===== config.mk =====
export PLATFORM = sky130hd
export DESIGN_NAME = mul_pipe_flat
export DESIGN_NICKNAME = d
export VERILOG_FILES = /design/src/rtl/mul_pkg.sv /design/src/rtl/mul_pipe_if.sv /design/src/rtl/mul_core.sv /design/src/rtl/mul_pipe.sv /design/src/flat_wrapper.sv
export SDC_FILE = /design/constraint.sdc
export NUM_CORES = 2
export LEC_CHECK = 0
export ABC_CLOCK_PERIOD_IN_PS = 7600
export BUFFER_PORTS_ARGS = -buffer_cell sky130_fd_sc_hd__buf_4
export CAP_MARGIN = 20
export CELL_PAD_IN_SITES_DETAIL_PLACEMENT = 1
export CELL_PAD_IN_SITES_GLOBAL_PLACEMENT = 1
export CORE_MARGIN = 4
export CORE_UTILIZATION = 48
export CTS_BUF_LIST = sky130_fd_sc_hd__clkbuf_8
export CTS_CLUSTER_SIZE = 30
export DETAILED_ROUTE_END_ITERATION = 6
export GPL_ROUTABILITY_DRIVEN = 0
export GPL_TIMING_DRIVEN = 0
export PLACE_DENSITY_LB_ADDON = 0.25
export SYNTH_ARGS = -nofsm -noshare
export SYNTH_HDL_FRONTEND = slang
export SYNTH_SLANG_ARGS = --single-unit

===== constraint.sdc =====
create_clock -name clk -period 7.6 [get_ports clk]
set_input_delay 0.76 -clock clk [delete_from_list [all_inputs] [get_ports clk]]
set_output_delay 0.76 -clock clk [all_outputs]
set_load 0.01 [all_outputs]

===== src/rtl/mul_pkg.sv =====
// Shared definitions for the pipelined M-extension multiplier: op encoding and
// per-op operand signedness.
package mul_pkg;

  localparam int unsigned MUL_OP_W = 2;

  typedef enum logic [MUL_OP_W-1:0] {
    MUL_OP_MUL    = 2'b00,
    MUL_OP_MULH   = 2'b01,
    MUL_OP_MULHSU = 2'b10,
    MUL_OP_MULHU  = 2'b11
  } mul_op_e;

  typedef struct packed {
    logic a;
    logic b;
  } mul_sign_t;

  function automatic mul_sign_t op_signedness(mul_op_e op);
    mul_sign_t s;
    s.a = (op == MUL_OP_MULH) || (op == MUL_OP_MULHSU);
    s.b = (op == MUL_OP_MULH);
    return s;
  endfunction

endpackage


===== src/rtl/mul_pipe_if.sv =====
// Request/response handshake bundle of mul_pipe; slave is the multiplier side.
interface mul_pipe_if #(
  parameter int unsigned XLEN  = 32,
  parameter int unsigned TAG_W = 5
);
  import mul_pkg::*;

  logic                in_valid;
  logic                in_ready;
  logic [MUL_OP_W-1:0] in_op;
  logic [XLEN-1:0]     in_a;
  logic [XLEN-1:0]     in_b;
  logic [TAG_W-1:0]    in_tag;
  logic                out_valid;
  logic                out_ready;
  logic [XLEN-1:0]     out_result;
  logic [TAG_W-1:0]    out_tag;

  modport master (
    output in_valid, in_op, in_a, in_b, in_tag, out_ready,
    input  in_ready, out_valid, out_result, out_tag
  );

  modport slave (
    input  in_valid, in_op, in_a, in_b, in_tag, out_ready,
    output in_ready, out_valid, out_result, out_tag
  );

endinterface


===== src/rtl/mul_core.sv =====
// Combinational multiply datapath: operand extension, (XLEN+1)-bit signed
// product truncated to 2*XLEN, and high/low half select.
module mul_core
  import mul_pkg::*;
#(
  parameter int unsigned XLEN = 32
) (
  input  mul_op_e           ext_op,
  input  logic [XLEN-1:0]   a,
  input  logic [XLEN-1:0]   b,
  output logic [XLEN:0]     a_ext,
  output logic [XLEN:0]     b_ext,
  input  logic [XLEN:0]     mul_a,
  input  logic [XLEN:0]     mul_b,
  output logic [2*XLEN-1:0] prod,
  input  mul_op_e           sel_op,
  input  logic [2*XLEN-1:0] sel_prod,
  output logic [XLEN-1:0]   result
);

  mul_sign_t                sgn;
  logic signed [2*XLEN-1:0] wide_a;
  logic signed [2*XLEN-1:0] wide_b;

  always_comb begin
    sgn   = op_signedness(ext_op);
    a_ext = {sgn.a & a[XLEN-1], a};
    b_ext = {sgn.b & b[XLEN-1], b};
  end

  // Low 2*XLEN bits of the product of the sign-extended (XLEN+1)-bit operands.
  always_comb begin
    wide_a = {{(XLEN-1){mul_a[XLEN]}}, mul_a};
    wide_b = {{(XLEN-1){mul_b[XLEN]}}, mul_b};
    prod   = wide_a * wide_b;
  end

  always_comb begin
    result = (sel_op == MUL_OP_MUL) ? sel_prod[XLEN-1:0] : sel_prod[2*XLEN-1:XLEN];
  end

endmodule


===== src/rtl/mul_pipe.sv =====
// Pipelined MUL/MULH/MULHSU/MULHU unit with valid/ready flow control and tags.
// Optional synchronous flush of in-flight work when MUL_PIPE_FLUSH_EN is defined.
module mul_pipe
  import mul_pkg::*;
#(
  parameter int unsigned XLEN   = 32,
  parameter int unsigned STAGES = 3,
  parameter int unsigned TAG_W  = 5
) (
  input logic       clk,
  input logic       rstn,
  input logic       flush,
  mul_pipe_if.slave bus
);

  logic [STAGES-1:0] vld;
  logic [STAGES-1:0] ld;
  logic              kill;
  logic              in_rdy;
  logic              acc;

  logic [XLEN:0]     a_q, b_q;
  logic [XLEN:0]     a_ext, b_ext;
  logic [TAG_W-1:0]  tag_q [STAGES];
  mul_op_e           op_q  [STAGES-1];
  logic [XLEN-1:0]   res_q;
  logic [XLEN-1:0]   result;
  logic [2*XLEN-1:0] prod_c;
  logic [2*XLEN-1:0] prod_sel;

`ifdef MUL_PIPE_FLUSH_EN
  assign kill = flush;
`else
  logic unused_flush;
  assign unused_flush = flush;
  assign kill         = 1'b0;
`endif

  // Stage i loads unless it and every stage after it are full while out_ready is low.
  always_comb begin
    logic tail_full;
    ld        = '0;
    tail_full = 1'b1;
    for (int unsigned k = 0; k < STAGES; k++) begin
      tail_full           = tail_full & vld[STAGES-1-k];
      ld[STAGES-1-k]      = bus.out_ready | ~tail_full;
    end
  end

  assign in_rdy = ld[0] & ~kill;
  assign acc    = bus.in_valid & in_rdy;

  always_ff @(posedge clk or negedge rstn) begin
    if (!rstn) begin
      vld <= '0;
    end else if (kill) begin
      vld <= '0;
    end else begin
      if (ld[0]) vld[0] <= acc;
      for (int unsigned i = 1; i < STAGES; i++) begin
        if (ld[i]) vld[i] <= vld[i-1];
      end
    end
  end

  always_ff @(posedge clk or negedge rstn) begin
    if (!rstn) begin
      a_q   <= '0;
      b_q   <= '0;
      res_q <= '0;
      for (int unsigned i = 0; i < STAGES; i++) tag_q[i] <= '0;
      for (int unsigned i = 0; i < STAGES-1; i++) op_q[i] <= MUL_OP_MUL;
    end else begin
      if (ld[0]) begin
        a_q      <= a_ext;
        b_q      <= b_ext;
        op_q[0]  <= mul_op_e'(bus.in_op);
        tag_q[0] <= bus.in_tag;
      end
      for (int unsigned i = 1; i < STAGES; i++) begin
        if (ld[i]) tag_q[i] <= tag_q[i-1];
      end
      for (int unsigned i = 1; i < STAGES-1; i++) begin
        if (ld[i]) op_q[i] <= op_q[i-1];
      end
      if (ld[STAGES-1]) res_q <= result;
    end
  end

  // Product registers between stage 0 and the select mux; absent when STAGES == 2.
  if (STAGES > 2) begin : g_mid
    logic [2*XLEN-1:0] p_q [1:STAGES-2];

    always_ff @(posedge clk or negedge rstn) begin
      if (!rstn) begin
        for (int unsigned i = 1; i <= STAGES-2; i++) p_q[i] <= '0;
      end else begin
        if (ld[1]) p_q[1] <= prod_c;
        for (int unsigned i = 2; i <= STAGES-2; i++) begin
          if (ld[i]) p_q[i] <= p_q[i-1];
        end
      end
    end

    assign prod_sel = p_q[STAGES-2];
  end else begin : g_direct
    assign prod_sel = prod_c;
  end

  mul_core #(
    .XLEN(XLEN)
  ) u_core (
    .ext_op   (mul_op_e'(bus.in_op)),
    .a        (bus.in_a),
    .b        (bus.in_b),
    .a_ext    (a_ext),
    .b_ext    (b_ext),
    .mul_a    (a_q),
    .mul_b    (b_q),
    .prod     (prod_c),
    .sel_op   (op_q[STAGES-2]),
    .sel_prod (prod_sel),
    .result   (result)
  );

  assign bus.in_ready   = in_rdy;
  assign bus.out_valid  = vld[STAGES-1];
  assign bus.out_result = res_q;
  assign bus.out_tag    = tag_q[STAGES-1];

endmodule


===== src/flat_wrapper.sv =====
// flat-port wrapper written by rule: the top's interface ports become plain ports
module mul_pipe_flat import mul_pkg::*;
#(
  parameter int unsigned XLEN   = 32,
  parameter int unsigned STAGES = 3,
  parameter int unsigned TAG_W  = 5
)
  (clk, rstn, flush, bus_in_valid, bus_in_op, bus_in_a, bus_in_b, bus_in_tag, bus_out_ready, bus_in_ready, bus_out_valid, bus_out_result, bus_out_tag);
  mul_pipe_if #(.XLEN(XLEN), .TAG_W(TAG_W)) bus_i ();
  input logic clk;
  input logic rstn;
  input logic flush;
  input wire logic [$bits(bus_i.in_valid)-1:0] bus_in_valid;
  input wire logic [$bits(bus_i.in_op)-1:0] bus_in_op;
  input wire logic [$bits(bus_i.in_a)-1:0] bus_in_a;
  input wire logic [$bits(bus_i.in_b)-1:0] bus_in_b;
  input wire logic [$bits(bus_i.in_tag)-1:0] bus_in_tag;
  input wire logic [$bits(bus_i.out_ready)-1:0] bus_out_ready;
  output wire logic [$bits(bus_i.in_ready)-1:0] bus_in_ready;
  output wire logic [$bits(bus_i.out_valid)-1:0] bus_out_valid;
  output wire logic [$bits(bus_i.out_result)-1:0] bus_out_result;
  output wire logic [$bits(bus_i.out_tag)-1:0] bus_out_tag;
  assign bus_i.in_valid = bus_in_valid;
  assign bus_i.in_op = bus_in_op;
  assign bus_i.in_a = bus_in_a;
  assign bus_i.in_b = bus_in_b;
  assign bus_i.in_tag = bus_in_tag;
  assign bus_i.out_ready = bus_out_ready;
  assign bus_in_ready = bus_i.in_ready;
  assign bus_out_valid = bus_i.out_valid;
  assign bus_out_result = bus_i.out_result;
  assign bus_out_tag = bus_i.out_tag;
  mul_pipe #(.XLEN(XLEN), .STAGES(STAGES), .TAG_W(TAG_W)) u_core (.clk(clk), .rstn(rstn), .flush(flush), .bus(bus_i));
endmodule

==> results <==
- The flow ran to the end, but the final reports show violations.
- The final reports fail on setup timing.
- Setup repair after global routing could not meet its margin everywhere.
- The HPWL after detailed placement is 150000 µm.
- The slack of the worst reg-to-reg path is -0.83 ns.
- The critical path data required time is 8.14 ns.
- At the pin with the least slew margin, the transition time is 1.04 ns.
- The synthesized instance count is 4749.
- The maximum clock path buffer count is 2.
- The startpoint-to-endpoint class of the critical path is reg2reg.
- Across every metal layer, demand over resource in global routing totals 39.5%.
- The layout cell share with drive strength beyond 1 is 19.9%.
- The average wire per cell in the routed design is 30.8 µm.
- The number of fill cells is 10400.
- The type of the most critical hold path is in2async.
- The later-pin clock latency in the skew report is 0.68 ns.
- The root buffer cell chosen for the clock tree is sky130_fd_sc_hd__clkbuf_8.
- Leaving out fill and tap cells, the most frequent cell in the layout is sky130_fd_sc_hd__fa_1.
- Summing over every cut layer, the via total after detailed routing is 37200.
- The worst-case clock skew is 0.0636 ns.
- The startpoint identified for the worst register-to-register timing path is u_core.a_q[32].
- The initialized floorplan defines 112 standard-cell rows.
- In this run the cell area measured after placement is 47900 µm².
- Together, buffers and inverters on the worst path number 9.
- The worst-path cell with the longest stage delay is sky130_fd_sc_hd__fa_2.
- The die width is 316 µm.
- The cell depth of the worst flop-to-flop path is 29.
- Global routing finished with a remaining overflow of 0.
- The final-report max-slew violation count came to 0.
- After synthesis, the largest area contributor takes up 49.6% of total cell area.
- The top cell types in the final layout, fill and taps aside, are 1064 x sky130_fd_sc_hd__fa_1, 1038 x sky130_fd_sc_hd__inv_1, 637 x sky130_fd_sc_hd__nand2_1.
- The total negative slack for setup checks is -9.84 ns.
- In this run, synthesis inferred 0 flip-flops with an integrated enable.
- The first global-routing pass estimated 277000 µm of wire.
- The number of nets handed over by synthesis was 6163.
- The number of buffers inserted by port buffering is 113.
- After detailed routing, the total wire length is 195000 µm.
- Setup violations remaining at the end of the flow were counted as 25.
- Data arrives at the worst endpoint at 8.96 ns.
- For this run, asynchronously set or reset flops after synthesis account for 100%.
- The level count of the clock H-tree is 4.
- The total routed wire length on the met1 layer is 66200 µm.
- Once the floorplan was initialized, standard cells occupied 48.5% of the core.
- The region available for standard cell placement spans 93600 µm².
- The number of library cell types mapped by synthesis is 66.
- The highest routing layer actually used is met5.
- The die extent in y is 316 µm.
- In the final layout, the multi-input gates occupy 37300 µm².
- The highest cell delay on the worst timing path is 0.62 ns.
- TritonCTS built the clock tree.
- The share of the clock period used by the worst path after layout is 111%.
- Among all flip-flop cells after synthesis, the most frequent one is sky130_fd_sc_hd__dfrtp_1.
- The met2 layer wire length in the routed design is 86000 µm.
- The via count of the first global-routing pass is 41600.
- In this run, synthesis produced a sequential element count of 184.
- TritonCTS created 17 clock buffers.
- The die covers 99600 µm².
- The end of the worst register-to-register path is u_core.g_mid.p_q[63].
- Relative to the synthesized area, the layout overhead comes to 16.6%.
- The vias per cell is 5.87.
- The worst slack at placement is -2.53 ns.
- The element type at the critical path end is a register.
- In this run the tightest slew margin relative to its limit is 30.4%.
- The total met3 wirelength after detailed routing is 23300 µm.
- The number of nets in the final layout is 6456.
- The highest clock rate is 119 MHz.
- The worst setup path is launched from a register.
- The number of max-cap violations is 0.
- The largest driver fanout on the critical path is 7.
- The first routing iteration left 3711 violations.
- In this run, post-CTS hold repair placed 0 buffers.
- The count of synthesis-stage warnings from yosys is 0.
- For this run, design rule violations remaining after detail routing come to 0.
- The post-route cell area is 52900 µm².
- Entering global routing, the biggest net connects 111 pins.
- Cells fill 56.6% of the core in the end.
- Counting I/O delays and the setup requirement, the final critical path takes 8.43 ns.
- The TritonCTS sink count is 184.
- The leading area contributor after synthesis is sky130_fd_sc_hd__fa_1.
- By area the synthesized netlist is led by sky130_fd_sc_hd__fa_1 50%, sky130_fd_sc_hd__dfrtp_1 10%, sky130_fd_sc_hd__inv_1 9.1%.
- The number of top-level pins is 115.
- Setup slack on the critical path of the routed design comes to -0.825 ns.
- The cell type group with the largest total delay on the critical path is adder cells.
- Summing all flip-flop and latch instances after layout gives 4700 µm².
- The number of routed nets with antenna violations is 0.
- The cell area that synthesis handed to floorplanning was 45400 µm².
- Sequential cells were found to cover 10.1% of the synthesized design area.
- The clock-pin slew on the worst setup and hold paths is 0.18 ns.
- The synthesized area divided by synthesized cell count is 9.56 µm².
- The number of failing hold endpoints at the final stage is 0.
- The number of detailed-routing iterations run before antenna repair is 6.
- The number of antenna violations at the first check in global routing is 29.
repair_timing:
| item | 4_1_cts | 5_1_grt |
|---|---|---|
| endpoints found under the hold margin | 0 | 0 |
| setup buffers | 125 | 66 |
| cloned | 0 | 1 |
| pin swaps | 128 | 134 |
| setup endpoints to repair | 45 | 36 |
| gates resized for setup | 724 | 292 |
state kept, by name (all words and copies together) (netlist names):
name and count:
u_core.g_mid.p_q 64, u_core.a_q 33, u_core.b_q 33, u_core.bus.out_result 32, u_core.tag_q 10, u_core.bus.out_tag 5
u_core.op_q 4, u_core.vld 3
Yosys cell counts, types with 34 or more instances:
library cell and instances:
sky130_fd_sc_hd__mux2i_1 34, sky130_fd_sc_hd__a21o_1 39, sky130_fd_sc_hd__a21oi_1 98, sky130_fd_sc_hd__mux2_2 76, sky130_fd_sc_hd__o21ai_0 75, sky130_fd_sc_hd__nand2_1 652
sky130_fd_sc_hd__ha_1 213, sky130_fd_sc_hd__fa_1 1125, sky130_fd_sc_hd__nor2_1 106, sky130_fd_sc_hd__dfrtp_1 184, sky130_fd_sc_hd__xnor2_1 53, sky130_fd_sc_hd__inv_1 1095
sky130_fd_sc_hd__clkbuf_1 258, sky130_fd_sc_hd__and2_1 543
per-stage QoR:
| step | std cells | hold WS, ns |
|---|---|---|
| finish | 6332 | 0.0898 |
| global route | 6313 | 0.137 |
| CTS | 6247 | 0.0911 |
| detailed placement | 6120 | 0.460 |
| global placement | 6116 | 0.446 |
| floorplan | 4749 | 0.435 |
logic make-up after synthesis:
kind of cell / Yosys count / share of synthesized area, %
compound gates: 288 / 3.96
mux: 110 / 2.63
xor+xnor: 76 / 1.47
buf+inv: 1365 / 11.3
flops: 184 / 10.1
simple gates: 1388 / 15.0
fa+ha+maj: 1338 / 55.5
worst max path at each step:
| stage | startpoint | end | slack [ns] | cells past startpoint |
|---|---|---|---|---|
| 3_5_place_dp | u_core.b_q[32] | u_core.g_mid.p_q[61] | -2.53 | 24 |
| 5_1_grt | u_core.a_q[32] | u_core.g_mid.p_q[61] | -0.92 | 27 |
| 6_report | u_core.a_q[32] | u_core.g_mid.p_q[63] | -0.83 | 29 |
| 2_1_floorplan | u_core.a_q[32] | u_core.g_mid.p_q[61] | 0.008 | 26 |
| 4_1_cts | u_core.a_q[32] | u_core.g_mid.p_q[61] | -0.71 | 27 |
| 3_3_place_gp | u_core.b_q[32] | u_core.g_mid.p_q[61] | -2.42 | 24 |
worst register-to-register path: cells and delay by family (launching register included):
family / cells / cell delay [ns]
AND/OR/NAND/NOR: 10 / 1.87
AO/OA/AOI/OAI: 1 / 0.32
adder cells (fa/ha/maj): 9 / 4.32
flip-flops: 1 / 0.59
buffers and inverters: 9 / 1.23
metal layers:
metal	global-route usage [%]	vias up
met4	30.8	6
met1	47.0	19500
met3	12.3	874
li1	-	14400
met5	0	-
met2	59.9	2405
cell type report:
| type | count | share of cell area [%] |
|---|---|---|
| Clock buffer | 18 | 0.468 |
| Clock inverter | 14 | 0.324 |
| Inverter | 1095 | 7.84 |
| Multi-Input combinational cell | 3200 | 70.5 |
| Buffer | 236 | 4.06 |
| Antenna cell | 23 | 0.109 |
| Sequential cell | 184 | 8.88 |
| Tap cell | 1254 | 2.96 |
| Timing Repair Buffer | 308 | 4.90 |
Power is left out: the tool's default activity adds up to more than one toggle a clock period on the data nets, which glitch-free logic cannot reach.
